**config.mk**
```make
export PLATFORM = sky130hd
export DESIGN_NAME = latch_event_reader
export DESIGN_NICKNAME = d
export VERILOG_FILES = /design/src/rtl/latch_pkg.sv /design/src/rtl/sync_ff2.sv /design/src/rtl/latch_event_reader.sv
export SDC_FILE = /design/constraint.sdc
export NUM_CORES = 1
export LEC_CHECK = 0
export ABC_AREA = 1
export BUFFER_PORTS_ARGS = -buffer_cell sky130_fd_sc_hd__buf_2
export CORE_ASPECT_RATIO = 1.4
export CORE_MARGIN = 1.5
export CORE_UTILIZATION = 55
export DETAILED_ROUTE_END_ITERATION = 16
export GPL_TIMING_DRIVEN = 1
export HOLD_SLACK_MARGIN = 0.08
export PLACE_DENSITY = 0.8
export SETUP_SLACK_MARGIN = 0.1
export SLEW_MARGIN = 5
export SYNTH_ARGS = -nofsm -noshare
export SYNTH_HDL_FRONTEND = slang
export SYNTH_SLANG_ARGS = --single-unit
export TNS_END_PERCENT = 100
```
**constraint.sdc**
```tcl
create_clock -name clk -period 4 [get_ports clk]
set_clock_uncertainty 0.1 [all_clocks]
set_input_delay 1.2 -clock clk [delete_from_list [all_inputs] [get_ports clk]]
set_output_delay 1.2 -clock clk [all_outputs]
set_load 0.01 [all_outputs]
```
**src/rtl/latch_pkg.sv**
```systemverilog
// Shared definitions for the button latch bank consumer: state encoding,
// default sizing and a constant-evaluable ceil(log2) helper.
package latch_pkg;

  localparam int DEF_WIDTH      = 4;
  localparam int DEF_CLR_CYCLES = 2;
  localparam int CNT_W          = 4;

  typedef enum logic [2:0] {
    IDLE     = 3'd0,
    PRESENT  = 3'd1,
    CLEAR    = 3'd2,
    WAIT_LOW = 3'd3,
    FLUSH    = 3'd4,
    WAIT_ALL = 3'd5
  } state_t;

  function automatic int clog2(input int n);
    int r;
    r = 0;
    for (int i = 0; i < 31; i++) begin
      if ((1 << i) < n) r = i + 1;
    end
    return r;
  endfunction

endpackage

```
**src/rtl/sync_ff2.sv**
```systemverilog
// Two-flop synchroniser for a bus of independent asynchronous level inputs.
module sync_ff2 #(
  parameter int WIDTH = 4
) (
  input  logic             clk,
  input  logic             rst_n,
  input  logic [WIDTH-1:0] d_i,
  output logic [WIDTH-1:0] q_o
);

  logic [WIDTH-1:0] meta_q;
  logic [WIDTH-1:0] sync_q;

  always_ff @(posedge clk or negedge rst_n) begin
    if (!rst_n) begin
      meta_q <= '0;
      sync_q <= '0;
    end else begin
      meta_q <= d_i;
      sync_q <= meta_q;
    end
  end

  assign q_o = sync_q;

endmodule

```
**src/rtl/latch_event_reader.sv**
```systemverilog
// Turns latched button bits into indexed valid/ready events, lowest index
// first, and pulses the matching latch reset once each event is accepted.
module latch_event_reader
  import latch_pkg::*;
#(
  parameter int WIDTH      = DEF_WIDTH,
  parameter int CLR_CYCLES = DEF_CLR_CYCLES,
  parameter int IDX_W      = clog2((WIDTH > 2) ? WIDTH : 2)
) (
  input  logic             clk,
  input  logic             rst_n,
  input  logic [WIDTH-1:0] q,
  output logic [WIDTH-1:0] clr,
  output logic             ev_valid,
  input  logic             ev_ready,
  output logic [IDX_W-1:0] ev_idx,
  output logic             ev_multi,
  input  logic             flush,
  output logic             busy
);

  localparam logic [CNT_W-1:0] CNT_INIT = CNT_W'(CLR_CYCLES - 1);
  localparam logic [WIDTH-1:0] ONE_BIT  = WIDTH'(1);

  logic [WIDTH-1:0] qs;

  state_t           state_q, state_d;
  logic [WIDTH-1:0] clr_q, clr_d;
  logic             valid_q, valid_d;
  logic [IDX_W-1:0] idx_q, idx_d;
  logic             multi_q, multi_d;
  logic [CNT_W-1:0] cnt_q, cnt_d;

  logic [IDX_W-1:0] low_idx;
  logic             others_set;

  sync_ff2 #(.WIDTH(WIDTH)) u_sync (
    .clk   (clk),
    .rst_n (rst_n),
    .d_i   (q),
    .q_o   (qs)
  );

  // Descending scan so the lowest set bit is the last one written.
  always_comb begin
    low_idx = '0;
    for (int i = WIDTH - 1; i >= 0; i--) begin
      if (qs[i]) low_idx = IDX_W'(i);
    end
  end

  assign others_set = |(qs & ~(ONE_BIT << low_idx));

  always_comb begin
    state_d = state_q;
    clr_d   = clr_q;
    valid_d = valid_q;
    idx_d   = idx_q;
    multi_d = multi_q;
    cnt_d   = cnt_q;

    // Flush wins from every state; a simultaneous handshake still completes
    // on the consumer side, but the bit is cleared by the flush pulse.
    if (flush) begin
      state_d = FLUSH;
      clr_d   = '1;
      valid_d = 1'b0;
      cnt_d   = CNT_INIT;
    end else begin
      unique case (state_q)
        IDLE: begin
          if (|qs) begin
            state_d = PRESENT;
            valid_d = 1'b1;
            idx_d   = low_idx;
            multi_d = others_set;
          end
        end
        PRESENT: begin
          if (ev_ready) begin
            state_d = CLEAR;
            valid_d = 1'b0;
            clr_d   = ONE_BIT << idx_q;
            cnt_d   = CNT_INIT;
          end
        end
        CLEAR, FLUSH: begin
          if (cnt_q == '0) begin
            clr_d   = '0;
            state_d = (state_q == FLUSH) ? WAIT_ALL : WAIT_LOW;
          end else begin
            cnt_d = cnt_q - CNT_W'(1);
          end
        end
        WAIT_LOW: begin
          // A held button keeps re-setting its latch; wait for the release.
          if (!qs[idx_q]) state_d = IDLE;
        end
        WAIT_ALL: begin
          if (qs == '0) state_d = IDLE;
        end
        default: begin
          state_d = IDLE;
          clr_d   = '0;
          valid_d = 1'b0;
        end
      endcase
    end
  end

  always_ff @(posedge clk or negedge rst_n) begin
    if (!rst_n) begin
      state_q <= IDLE;
      clr_q   <= '0;
      valid_q <= 1'b0;
      idx_q   <= '0;
      multi_q <= 1'b0;
      cnt_q   <= '0;
    end else begin
      state_q <= state_d;
      clr_q   <= clr_d;
      valid_q <= valid_d;
      idx_q   <= idx_d;
      multi_q <= multi_d;
      cnt_q   <= cnt_d;
    end
  end

  assign clr      = clr_q;
  assign ev_valid = valid_q;
  assign ev_idx   = idx_q;
  assign ev_multi = multi_q;
  assign busy     = (state_q != IDLE);

endmodule
```
======== Yosys cells after proc, flatten, opt, wreduce, memory -nomap -nowiden ========
Cells that the tools add are included.
Widths: inputs -> output; s select.
storage, ports and cells
  flip-flop bits (word level) ............. 23
  logic and storage cells ................. 69
cells by class
  add/sub/neg operators ................... 1
  order comparisons ....................... 1
  equality and inequality tests ........... 13
  shifts and indexed selects .............. 2
  mux-type cells .......................... 26
  bitwise operators ....................... 3
  reduce and logical (&&, ||, !) cells .... 15
operators with widths
  kind                 number
  $mux 4               6
  $mux 3               7
  $ne 3x3->1 const B   6
  $pmux 3 s5           1
  $pmux 4 s3           1
  $reduce_and 3->1     4
  $reduce_or 4->1      3
  $logic_not 4->1      2
  $mux 2               4
  $pmux 4 s2           1
  $shl 1x2->4 const A  2
  $eq 3x2->1 const B   2
  $eq 3x3->1 const B   2
  $reduce_bool 3->1    2
  $reduce_and 5->1     1
  $and 4x4->4          1
  $mux 1               4
  $ne 2x1->1 const B   2
  $not 4->4            1
  $sub 4x1->4 const B  1
  $eq 3x1->1 const B   1
  $logic_not 3->1      1
  $lt 2x3->1 const B   1
  $pmux 1 s3           1
  4 further kinds      4

======== Longest topological paths before layout ========
  depth in word-level cells ............... 8
  gate-level depth with buffers ........... 9
  mapped depth without buffers ............ 9

======== Cells and area by module ========
A second synthesis with hierarchy kept.
unflattened totals
  cells, all modules ...................... 157
  area total of the unflattened synthesis .. 1,244.9 sq um
modules (own cells, without submodules)
  module              instances  cells an instance  area each (sq um)  seq. area each (sq um)
  latch_event_reader  1          149                1,044.8            375.4
  sync_ff2            1          8                  200.2              200.2

======== Worst setup path before layout ========
No wires, ideal clock.
  kind .................................... input -> register
  from .................................... input flush
  to ...................................... register state_q[0]
  setup time .............................. 0.117 ns
  arrival ................................. 1.813 ns
  data required time ...................... 3.783 ns
  path slack .............................. 1.970 ns
  cell stages on the path ................. 8
  buffers on the path ..................... 0
  path through ............................ inv_2 -> nand2_1 -> nor2_4 -> inv_1 -> nand2_1 -> nor2_2 -> nand3_1 -> nand2_1
between the ends
  cells in the longest elaborated chain, start to end .. 2
  elaborated cells on any way between the ends .. 7
RTL lines
  item                               RTL line                   text
  from (decl)                        latch_event_reader.sv:18   input logic flush,
  $ne 3x3->1 (no source line)        --
  $reduce_and 5->1 (no source line)  --
  to (signal assigned)               latch_event_reader.sv:120  state_q <= state_d;
  to (decl)                          latch_event_reader.sv:27   state_t state_q, state_d;
Parallel ways exist; a longest one is shown, timed or not.
A chain may end at the register's enable or synchronous reset.

======== Worst setup path after layout ========
  from .................................... register state_q[0]
  to ...................................... output busy
between the ends
  cells in the longest elaborated chain, start to end .. 1
RTL lines
  item               RTL line                   text
  $reduce_bool 3->1  latch_event_reader.sv:133  assign busy = (state_q != IDLE);
  to (decl)          latch_event_reader.sv:19   output logic busy
No other way between the ends.

==> flow_metrics.py <==
metrics = {
    "worst_setup_path": {
        "crit_family": "flip-flops",
        "path_cells": "nor2_1 > nand2_1 > buf_2",
        "worstSetupEndpointType": "output pin",
        "crit_fanout": 7,
        "cpPeakStageDelay_ns": 0.48,
        "startpoint_type": "flop",
        "cp_slowest_cell": "dfrtp_1",
        "critical_path_class": "flop to output pin",
        "cp.arrival_ns": 1.17,
        "worstPathRequired_ns": 2.70,
        "crit_buf_inv": 1,
    },
    "global_routing": {
        "grt_usage_pct": 21.75,
        "first_global_vias": 1015,
        "antenna_found_initial": 0,
        "grt_overflow": 0,
        "grt_start_max_net_pins": 24,
        "grt_pass1_wl_mm": 4.071,
    },
    "power": {
        "p_seq_share_pct": 40.0,
        "peakVddDrop_mv": 0.4379,
        "p_per_area_nw_per_um2": 720.8,
        "pwr-share-comb_pct": 48.9,
        "leakage_uw": 0.0007550,
        "power_uw": 952.4,
        "p_int_uw": 515.3,
        "switchingPower_uw": 437.1,
        "clkPwrFrac_pct": 11.1,
        "p_sw_share_pct": 45.89,
    },
    "clock_network": {
        "cts_buffer_depth": 2,
        "cts-buffers-inserted": 3,
        "clk_latency_ns": 0.31,
        "postCtsHoldBufs": 0,
        "cts_tree": "built",
        "htreeDepth": 1,
        "cts_root_buf": "clkbuf_4",
        "cts_setup_buffers": 0,
        "cts_num_sinks": 23,
        "cts_resized": 0,
        "path_clk_slew_ns": 0.12,
    },
    "detailed_routing": {
        "viasPerCell": 5.358,
        "drcViolationCount": 0,
        "drt_wl_total_mm": 2.245,
        "ant_nets": 0,
        "num_vias": 1034,
        "first_pass_iters": 4,
        "detail_route.wl_per_cell_um": 11.63,
        "drtIter0Drc": 30,
    },
    "floorplan": {
        "fp.coreArea_um2": 1997,
        "rows": 19,
        "die_w_um": 42.27,
        "io_pins": 17,
        "die_area_um2": 2451,
        "start_util_pct": 59.46,
        "die_h_um": 57.98,
    },
    "placement": {
        "dp_slack_ns": 1.681,
        "gp_congestion": 0.8256,
        "hpwl_mm": 1.750,
        "io_buffers": 16,
    },
    "yosys": {
        "synth_seq_cells": 23,
        "yosysSeqAreaShare_pct": 48.47,
        "synth.most_common_cell": "nand2_1",
        "synth_cells": 152,
        "synth.area.top_cells": "dfrtp_1, nand2_1, inv_1, nand3_1, nor2_1",
        "synth_commonest_cells": "nand2_1, dfrtp_1, inv_1, nand3_1, nor2_1",
        "synth_ff_type": "dfrtp_1",
        "syn_nets": 162,
        "synthArstFlopShare_pct": 100.0,
        "ys_types": 23,
        "syn_area_per_cell_um2": 7.812,
        "yosysTopAreaCell": "dfrtp_1",
        "yosys_warnings": 0,
        "synth_top_cell_area_share_pct": 48.47,
        "synth_edf_count": 0,
        "syn_area_um2": 1187,
    },
    "layout": {
        "fillers": 180,
        "final-seq-area_um2": 575.6,
        "utilization_pct": 66.17,
        "multiInputGateArea_um2": 544.3,
        "syn2layout_area_growth_pct": 11.28,
        "diodes": 0,
        "drive_above_1_share_pct": 17.44,
        "layout.nets": 183,
    },
    "timing": {
        "fin_crit_sh_pct": 61.67,
        "worst_slack_ns": 1.533,
        "setup_viol": 0,
        "rsz0062_at_grt": "no",
        "tightestPinTransition_ns": 0.5014,
        "post-route-min-period_ns": 2.467,
        "hold_slack_ns": 0.2631,
        "tns_ns": 0,
        "finalHoldViolations": 0,
        "maxSlewHeadroom_pct": 66.57,
        "fmax_mhz": 405.4,
        "slew_violations": 0,
    },
    "hold_path": {
        "hold_path_class": "flop to flop",
    },
    "job": {
        "cap_viol_max_count": 0,
    },
    "outcome": {
        "status": "complete, no violations",
    },
}
-- logic make-up after synthesis --
family / after synthesis / synth area share [%]
xor+xnor: 2 / 1.476
simple gates: 94 / 35.72
compound gates: 13 / 6.533
flops: 23 / 48.47
fa+ha+maj: 2 / 2.107
buf+inv: 18 / 5.690
-- final timing paths --
kind / startpoint / end / slack, ns / cells after the start
max: state_q[0]$_DFFE_PN0P_ / busy / 1.53 / 3
max in group asynchronous: rst_n / cnt_q[3]$_DFFE_PN0P_ / 2.73 / 1
min reg2reg: u_sync.meta_q[2]$_DFF_PN0_ / u_sync.q_o[2]$_DFF_PN0_ / 0.26 / 0
max reg2reg: cnt_q[0]$_DFFE_PN0P_ / state_q[0]$_DFFE_PN0P_ / 2.47 / 9
min: u_sync.meta_q[2]$_DFF_PN0_ / u_sync.q_o[2]$_DFF_PN0_ / 0.26 / 0
min in group asynchronous: rst_n / ev_idx[1]$_DFFE_PN0P_ / 0.73 / 1
-- power by group through the flow --
stage | clock network (µW) | registers [µW] | logic (µW)
floorplan | 0 | 391 | 324
global placement | 0 | 381 | 450
detailed placement | 0 | 385 | 468
CTS | 111 | 380 | 470
global route | 114 | 390 | 541
finish | 105 | 381 | 466
-- sequential cells by signal, summed over array words and instances, names as in the netlist --
name           cells
ev_valid           1
cnt_q              4
ev_multi           1
state_q            3
clr                4
u_sync.meta_q      4
ev_idx             2
u_sync.q_o         4
-- layout by cell type, fill, tap and decap left out, types with 2 or more instances in the layout --
cell type	count
a31oi_1	2
buf_2	16
clkbuf_4	3
dfrtp_1	23
ha_1	2
inv_1	17
nand2_1	59
nand3_1	12
nand3_2	2
nor2_1	11
nor2_2	2
nor2_4	3
o21ai_0	5
o21ai_1	2
xor2_1	2
-- routing by layer --
layer | vias up | wire length (µm) | track usage, % | share of wire, %
met2 | 27 | 1167 | 40.00 | 52
met5 | - | 0 | 0 | 0
met4 | 0 | 53 | 11.16 | 2.4
met1 | 484 | 943 | 24.49 | 42
met3 | 6 | 81 | 2.181 | 3.6
li1 | 517 | - | - | -
-- worst reg2reg max path, cell delays in order (launching register included) --
cell	delay, ns
dfrtp_1	0.43
inv_1	0.09
ha_1	0.15
nand2_1	0.10
inv_1	0.11
nor2_4	0.05
nor2_4	0.16
nand3_2	0.12
nand2_1	0.07
nand2_1	0.05
-- layout make-up --
type | count | area share, %
clock inverters | 1 | 0.3788
flip-flops and latches | 23 | 43.56
repair buffers | 16 | 6.061
multi-input cells | 111 | 41.19
well taps | 21 | 1.989
clock buffers | 3 | 1.705
inverters | 18 | 5.114
-- through the flow --
stage | area, µm² | std cells
4_1_cts | 1321 | 193
2_1_floorplan | 1187 | 152
5_1_grt | 1321 | 193
3_5_place_dp | 1294 | 189
3_3_place_gp | 1294 | 189
6_report | 1321 | 193
(Power assumes the default switching activity.)
